===== config.mk =====
export PLATFORM = sky130hd
export DESIGN_NAME = uart_rx_core_flat
export DESIGN_NICKNAME = d
export VERILOG_FILES = /design/src/rtl/uart_rx_core_if.sv /design/src/rtl/uart_rx_core.sv /design/src/flat_wrapper.sv
export SDC_FILE = /design/constraint.sdc
export NUM_CORES = 1
export LEC_CHECK = 0
export BUFFER_PORTS_ARGS = -buffer_cell sky130_fd_sc_hd__buf_2
export CAP_MARGIN = 10
export CORE_ASPECT_RATIO = 0.5
export CORE_MARGIN = 2
export CORE_UTILIZATION = 50
export CTS_CLUSTER_DIAMETER = 200
export DETAILED_ROUTE_END_ITERATION = 6
export PLACE_DENSITY = 0.71
export SYNTH_ARGS = -nofsm -noshare
export SYNTH_HDL_FRONTEND = slang
export SYNTH_SLANG_ARGS = --single-unit

===== constraint.sdc =====
create_clock -name clk -period 2.2 [get_ports clk]
set_input_delay 0.44 -clock clk [delete_from_list [all_inputs] [get_ports clk]]
set_output_delay 0.44 -clock clk [all_outputs]
set_load 0.05 [all_outputs]

===== src/rtl/uart_rx_core_if.sv =====
// Byte-side handshake of the UART receiver: one-cycle done pulse, byte and error flags.
// Optional parity_err member exists only when UART_RX_PARITY_EN is defined.
interface uart_rx_core_if;
    logic       rx_done_tick;
    logic [7:0] dout;
    logic       frame_err;
`ifdef UART_RX_PARITY_EN
    logic       parity_err;
`endif

    // master: the receiver that produces bytes; slave: the command parser that consumes them
    modport master (
        output rx_done_tick,
        output dout,
        output frame_err
`ifdef UART_RX_PARITY_EN
        ,
        output parity_err
`endif
    );

    modport slave (
        input rx_done_tick,
        input dout,
        input frame_err
`ifdef UART_RX_PARITY_EN
        ,
        input parity_err
`endif
    );
endinterface


===== src/rtl/uart_rx_core.sv =====
// 16x-oversampling UART receiver, start + DBIT data (LSB first) [+ even parity] + stop.
// Define UART_RX_PARITY_EN to add the parity bit, the parity state and parity_err.
module uart_rx_core #(
    parameter int DBIT    = 8,
    parameter int SB_TICK = 16
) (
    input  logic           clk,
    input  logic           reset,
    input  logic           s_tick,
    input  logic           rx,
    uart_rx_core_if.master rx_if
);

    typedef enum logic [2:0] {
        IDLE,
        START,
        DATA,
`ifdef UART_RX_PARITY_EN
        PARITY,
`endif
        STOP
    } state_t;

    localparam logic [5:0] MID_START = 6'd7;
    localparam logic [5:0] BIT_LAST  = 6'd15;
    localparam logic [5:0] STOP_LAST = 6'(SB_TICK - 1);
    localparam logic [2:0] N_LAST    = 3'(DBIT - 1);
    localparam int         ALIGN     = 8 - DBIT;

    state_t     state;
    logic [5:0] s_cnt;
    logic [2:0] n_cnt;
    logic [7:0] b_reg;
    logic       rx_meta;
    logic       rx_s;
`ifdef UART_RX_PARITY_EN
    logic       par_bit;
`endif

    // Both flops reset to the idle line level so reset release never looks like a start edge.
    always_ff @(posedge clk or negedge reset) begin
        if (!reset) begin
            rx_meta <= 1'b1;
            rx_s    <= 1'b1;
        end else begin
            // NOTE: non-blocking assignments make rx_meta->rx_s a true two-stage pipeline.
            rx_meta <= rx;
            rx_s    <= rx_meta;
        end
    end

    always_ff @(posedge clk or negedge reset) begin
        if (!reset) begin
            state              <= IDLE;
            s_cnt              <= '0;
            n_cnt              <= '0;
            b_reg              <= '0;
            rx_if.dout         <= '0;
            rx_if.rx_done_tick <= 1'b0;
            rx_if.frame_err    <= 1'b0;
`ifdef UART_RX_PARITY_EN
            rx_if.parity_err   <= 1'b0;
            par_bit            <= 1'b0;
`endif
        end else begin
            // Pulses default low so each lasts exactly one clk.
            rx_if.rx_done_tick <= 1'b0;
            rx_if.frame_err    <= 1'b0;
`ifdef UART_RX_PARITY_EN
            rx_if.parity_err   <= 1'b0;
`endif
            case (state)
                IDLE: begin
                    // A coincident s_tick is deliberately not counted here.
                    if (!rx_s) begin
                        state <= START;
                        s_cnt <= '0;
                    end
                end

                START: begin
                    if (s_tick) begin
                        if (s_cnt == MID_START) begin
                            if (!rx_s) begin
                                state <= DATA;
                                s_cnt <= '0;
                                n_cnt <= '0;
                            end else begin
                                state <= IDLE;
                            end
                        end else begin
                            s_cnt <= s_cnt + 6'd1;
                        end
                    end
                end

                DATA: begin
                    if (s_tick) begin
                        if (s_cnt == BIT_LAST) begin
                            s_cnt <= '0;
                            b_reg <= {rx_s, b_reg[7:1]};
                            n_cnt <= n_cnt + 3'd1;
                            if (n_cnt == N_LAST) begin
`ifdef UART_RX_PARITY_EN
                                state <= PARITY;
`else
                                state <= STOP;
`endif
                            end
                        end else begin
                            s_cnt <= s_cnt + 6'd1;
                        end
                    end
                end

`ifdef UART_RX_PARITY_EN
                PARITY: begin
                    if (s_tick) begin
                        if (s_cnt == BIT_LAST) begin
                            par_bit <= rx_s;
                            s_cnt   <= '0;
                            state   <= STOP;
                        end else begin
                            s_cnt <= s_cnt + 6'd1;
                        end
                    end
                end
`endif

                STOP: begin
                    if (s_tick) begin
                        if (s_cnt == STOP_LAST) begin
                            // The byte is delivered even on a framing error; the parser decides.
                            rx_if.dout         <= b_reg >> ALIGN;
                            rx_if.rx_done_tick <= 1'b1;
                            rx_if.frame_err    <= ~rx_s;
`ifdef UART_RX_PARITY_EN
                            rx_if.parity_err   <= (^(b_reg >> ALIGN)) ^ par_bit;
`endif
                            state              <= IDLE;
                        end else begin
                            s_cnt <= s_cnt + 6'd1;
                        end
                    end
                end

                default: state <= IDLE;
            endcase
        end
    end

endmodule


===== src/flat_wrapper.sv =====
// flat-port wrapper written by rule: the top's interface ports become plain ports
module uart_rx_core_flat 
#(
    parameter int DBIT    = 8,
    parameter int SB_TICK = 16
)
  (clk, reset, s_tick, rx, rx_if_rx_done_tick, rx_if_dout, rx_if_frame_err);
  uart_rx_core_if rx_if_i ();
  input  logic clk;
  input  logic reset;
  input  logic s_tick;
  input  logic rx;
  output wire logic [$bits(rx_if_i.rx_done_tick)-1:0] rx_if_rx_done_tick;
  output wire logic [$bits(rx_if_i.dout)-1:0] rx_if_dout;
  output wire logic [$bits(rx_if_i.frame_err)-1:0] rx_if_frame_err;
  assign rx_if_rx_done_tick = rx_if_i.rx_done_tick;
  assign rx_if_dout = rx_if_i.dout;
  assign rx_if_frame_err = rx_if_i.frame_err;
  uart_rx_core #(.DBIT(DBIT), .SB_TICK(SB_TICK)) u_core (.clk(clk), .reset(reset), .s_tick(s_tick), .rx(rx), .rx_if(rx_if_i));
endmodule

# Word level (Yosys, flattened, before mapping)
# Index checks and enable logic that the tools add are counted.
dict set report word_totals {
  register_bits 32
  in_bits 4
  out_inout_bits 10
  word_cells 66
}
dict set report classes {
  add_sub_neg 2
  n_eq_ne 16
  muxes 30
  bitwise 1
  reduce_logical 8
}
# cell count
set ops {}
lappend ops {{two-way mux 6 bit} 7}
lappend ops {{two-way mux 3 bit} 13}
lappend ops {{one-hot mux 6 bit (4 select lines)} 1}
lappend ops {{!= test 2 bit, second input constant} 6}
lappend ops {{one-hot mux 3 bit (4 select lines)} 1}
lappend ops {{!= test 2 x 1 -> 1 bit, second input constant} 4}
lappend ops {{AND reduction 8 bit} 1}
lappend ops {{adder 6 x 1 -> 6 bit, second input constant} 1}
lappend ops {{== test 3 x 2 -> 1 bit, second input constant} 2}
lappend ops {{== test 6 x 3 -> 1 bit, second input constant} 1}
lappend ops {{== test 6 x 4 -> 1 bit, second input constant} 1}
lappend ops {{two-way mux 1 bit} 6}
lappend ops {{one-hot mux 3 bit (2 select lines)} 1}
lappend ops {{AND reduction 3 bit} 2}
lappend ops {{AND reduction 6 bit} 1}
lappend ops {{AND reduction 5 bit} 1}
lappend ops {{nonzero test 4 bit} 1}
lappend ops {{adder 3 x 1 -> 3 bit, second input constant} 1}
lappend ops {{== test 3 x 1 -> 1 bit, second input constant} 1}
lappend ops {{== test 3 bit, second input constant} 1}
lappend ops {{logical NOT 3 bit} 1}
lappend ops {{two-way mux 2 bit} 1}
lappend ops {{nonzero test 2 bit} 1}
lappend ops {{inverter 1 bit} 1}

# Depth between registers and ports, before layout
dict set report logic_depth {
  ltp_word 5
  depth_mapped 7
  depth_no_buf 6
}

# Worst setup path after synthesis
# No wires, ideal clock.
dict set report synth_timing {
  kind {flip-flop to flip-flop}
  startpoint {register u_core.state[0]}
  endpoint {register u_core.s_cnt[1]}
  setup_time_ns 0.142
  arrival_time_ns 1.836
  required_time_ns 2.058
  path_slack_ns 0.221
  stages_incl_launch_ff 8
  n_path_buf 1
  period_less_slack_ns 1.979
  path_cell_list {dfrtp_1 inv_1 ha_1 clkbuf_1 nor3_1 o21ai_0 a311oi_1 o22ai_1}
}
dict set report synth_via {
  elab_chain_len 3
  word_cells_on_any_way 11
  cone_classes {eq/ne (7); mux (1); reduce/logical (3)}
}
# element line
set synth_lines {}
lappend synth_lines {{start, declared} uart_rx_core.sv:30} ;# state_t state;
lappend synth_lines {{start signal, assigned} uart_rx_core.sv:54} ;# state <= IDLE;
lappend synth_lines {{start signal, assigned} uart_rx_core.sv:76} ;# state <= START;
lappend synth_lines {{start signal, assigned} uart_rx_core.sv:85} ;# state <= DATA;
lappend synth_lines {{== test 3 x 2 -> 1 bit, or another cell as far along} uart_rx_core.sv:72} ;# case (state)
lappend synth_lines {{!= test 2 bit (no source line) or nonzero test 4 bit (tied branches)} --}
lappend synth_lines {{AND reduction 5 bit (no source line)} --}
lappend synth_lines {{end signal, assigned} uart_rx_core.sv:92} ;# s_cnt <= s_cnt + 6'd1;
lappend synth_lines {{end signal, assigned} uart_rx_core.sv:111} ;# s_cnt <= s_cnt + 6'd1;
lappend synth_lines {{end signal, assigned} uart_rx_core.sv:142} ;# s_cnt <= s_cnt + 6'd1;
lappend synth_lines {{end, declared} uart_rx_core.sv:31} ;# logic [5:0] s_cnt;
# Parallel ways exist; a longest one is shown, timed or not.
# A chain may end at the register's enable or synchronous reset.

# Final worst setup path
dict set report layout_timing {
  startpoint {register u_core.s_cnt[0]}
  endpoint {register u_core.n_cnt[0]}
}
dict set report layout_via {
  elab_chain_len 3
  word_cells_on_any_way 5
  cone_classes {eq/ne (4); reduce/logical (1)}
}
# element line
set layout_lines {}
lappend layout_lines {{== test 6 x 4 -> 1 bit or == test 6 x 3 -> 1 bit (tied branches)} {uart_rx_core.sv:99, uart_rx_core.sv:83}}
lappend layout_lines {{!= test 2 x 1 -> 1 bit (no source line)} --}
lappend layout_lines {{AND reduction 6 bit (no source line) (*)} --}
lappend layout_lines {{end signal, assigned} uart_rx_core.sv:102} ;# n_cnt <= n_cnt + 3'd1;
lappend layout_lines {{end, declared} uart_rx_core.sv:32} ;# logic [2:0] n_cnt;
# Mark *: on every way between the ends. The rest lies on a longest branch, timed or not.

==> metrics.txt <==
cell types with the highest counts after synthesis 29 x sky130_fd_sc_hd__dfrtp_1, 16 x sky130_fd_sc_hd__mux2_2, 10 x sky130_fd_sc_hd__inv_1, 9 x sky130_fd_sc_hd__ha_1, 8 x sky130_fd_sc_hd__nand2_1; count of buffer and inverter cells on the critical path 0; Routed Wire Length 2730 um; synthesis-stage register bit count 31; post-synthesis cell area around 0.0016 mm2; Max H-tree Level 2; # IOs 14; number of antenna violations at the first check in global routing 0; final core utilization 60.9%; transition time of the tightest slew-check pin between 600 and 700 ps; post-DR wirelength/cell 13.8 um; Bufs on Longest Clock Path 2; largest cells by area after synthesis sky130_fd_sc_hd__dfrtp_1 45%, sky130_fd_sc_hd__mux2_2 11%, sky130_fd_sc_hd__ha_1 7.0%, sky130_fd_sc_hd__dfstp_2 3.3%, sky130_fd_sc_hd__mux2i_1 2.5%; startpoint of the worst-slack reg-to-reg timing path u_core.s_cnt[0]; path class of the lowest-slack min-delay path in2async; number of endpoints failing setup at the final stage 0; biggest fanout along the worst timing path 6; Final Skew 2.51 ps; post-DR vias/cell 5.42; std cell rows 14; CP max stage delay about 500 ps; final RePlAce weighted congestion 0.807; fmax 0.485 GHz; length of the first detailed-routing pass in iterations 4; Die Span Y 44.1 um; Synth async-reset ratio 100%; final slew viol count 0; number of global-route vias before repair 1104; dominant delay contributor by cell family on the critical path simple AND/OR/NAND/NOR gates; fraction of post-synthesis cell area in the top cell type by area 45.2%; most frequent cell after synthesis sky130_fd_sc_hd__dfrtp_1; number of diodes 0; count of routing violations after the opening detailed-route iteration 66; cells along the critical path ha_1 -> or3b_1 -> o31ai_4 -> o2111ai_4 -> mux2_4; critical path capture point type flip-flop; number of synthesized flops with an enable pin 0; headroom to the max-slew limit 54.2%; library cell used as clock root buffer sky130_fd_sc_hd__clkbuf_8; power density normalized to cell area 1080 mW/mm2; Inserted Clock Buffers 5; Worst Setup SP u_core.s_cnt[0]; period utilization 93.7%; count of nets after finishing 169; post-synth top area cell sky130_fd_sc_hd__dfrtp_1; outcome completed; share of layout cells above drive strength 1 34.4%; Fillers between 200 and 300; Synth Area per Inst 11.8 um2; Mapped Nets around 150; critical path start-end classification reg2reg; detailed-route via count 1068; total track usage 17.3%; number of instances in the synthesized netlist 136; detailed-placement wirelength estimate 2020 um; required time of the critical path 2360 ps; core area 0.00303 mm2; leakage dissipation ~0.91 nW; maximum VDD drop 478 uV; Top FF cell, synth sky130_fd_sc_hd__dfrtp_1; aggregate global routing overflow 0; final critical delay including setup and external delays 2060 ps; TNS Setup 0 ps; register area 778 um2; CTS tree done; startpoint class of the critical path flip-flop; number of input and output port buffers inserted 13; wire length of the first global-routing pass 4860 um; area grow syn2layout 15.0%; unrepaired setup endpoints after global routing false; total area of multi-input combinational cells ~770 um2; Ys Warns 0; clock sink count 31; Yosys cell types 40; data arrival time of the worst path approximately 2200 ps; CP max-delay cell sky130_fd_sc_hd__or3b_1; CTS clock-pin slew for the worst setup and hold paths 70 ps; number of endpoints with negative hold slack in the final report 0; largest net degree at the start of global routing 32; die boundary width 84.1 um; clk_lat worst skew roughly 280 ps; max-capacitance violation count 0; Initial Util 53.0%; Remaining DRCs 0; area of the die 0.00371 mm2; Final ANT Viol Nets 0; sequential area share after synthesis 48.5%
[power breakdown]
part | leakage (nW) | internal (mW) | switching, mW
combinational | 0.437 | 0.331 | 0.409
sequential | 0.418 | 0.636 | 0.0761
clock | 0.0581 | 0.337 | 0.213
[kinds of logic (layout without fill, tap and decap cells)]
logic type | after synthesis | after routing | synth area share, %
adder cells (fa/ha/maj) | 9 | 9 | 7.01
flip-flops | 31 | 31 | 48.5
AND/OR/NAND/NOR | 34 | 34 | 11.8
buffers and inverters | 14 | 35 | 3.74
AO/OA/AOI/OAI | 26 | 26 | 13.7
XOR/XNOR | 1 | 1 | 0.546
multiplexers | 21 | 21 | 14.7
[what timing repair did]
item | 4_1_cts | 5_1_grt
setup buffers | 0 | 0
setup endpoints to repair | 0 | 4
gates resized for setup | 0 | 2
hold buffers | 0 | 0
[layout make-up]
cell class                 count  area share (%)
sequential                    31            42.2
multi-input combinational     91            41.8
timing repair buffer          17            5.15
clock buffer                   5            3.73
tap                           40            2.71
clock inverter                 3            2.37
inverter                      10            2.03
[per-layer routing]
layer / track usage (%) / share of wire (%)
met5: 0 / 0
met4: 7.42 / 0.73
met3: 5.04 / 4.3
met2: 27.1 / 45
met1: 23.1 / 50
[worst paths after layout]
check | endpoint | slack, ps | cells past startpoint
worst min register to register | u_core.rx_s | 360 | 0
worst max-delay path | u_core.n_cnt[0] | 140 | 5
max in group asynchronous | u_core.b_reg[0] | 1560 | 1
worst min-delay path | u_core.b_reg[3] | 200 | 1
worst max register to register | u_core.n_cnt[0] | 140 | 5
min in group clk | u_core.rx_meta | 250 | 1
[cells in the final DEF, fill, tap and decap left out, types with 3 or more instances in the layout]
cell / instances
sky130_fd_sc_hd__clkbuf_8: 5
sky130_fd_sc_hd__ha_1: 9
sky130_fd_sc_hd__dfrtp_1: 29
sky130_fd_sc_hd__o21ai_0: 4
sky130_fd_sc_hd__nand2_1: 8
sky130_fd_sc_hd__buf_2: 13
sky130_fd_sc_hd__nand2b_1: 4
sky130_fd_sc_hd__nand3_1: 4
sky130_fd_sc_hd__o211ai_1: 4
sky130_fd_sc_hd__nor2_1: 3
sky130_fd_sc_hd__mux2_2: 16
sky130_fd_sc_hd__inv_1: 10
sky130_fd_sc_hd__mux2i_1: 4
sky130_fd_sc_hd__buf_4: 4
[through the flow]
step,setup WS (ps),power [mW],hold WS [ps],area [um2],std cells
floorplan,221,1.26,144,1610,136
finish,138,2.00,200,1850,197
detailed placement,157,1.45,352,1730,189
global placement,220,1.43,345,1730,189
CTS,133,2.01,212,1840,197
global route,16.2,2.16,246,1850,197
(Power assumes the default switching activity.)
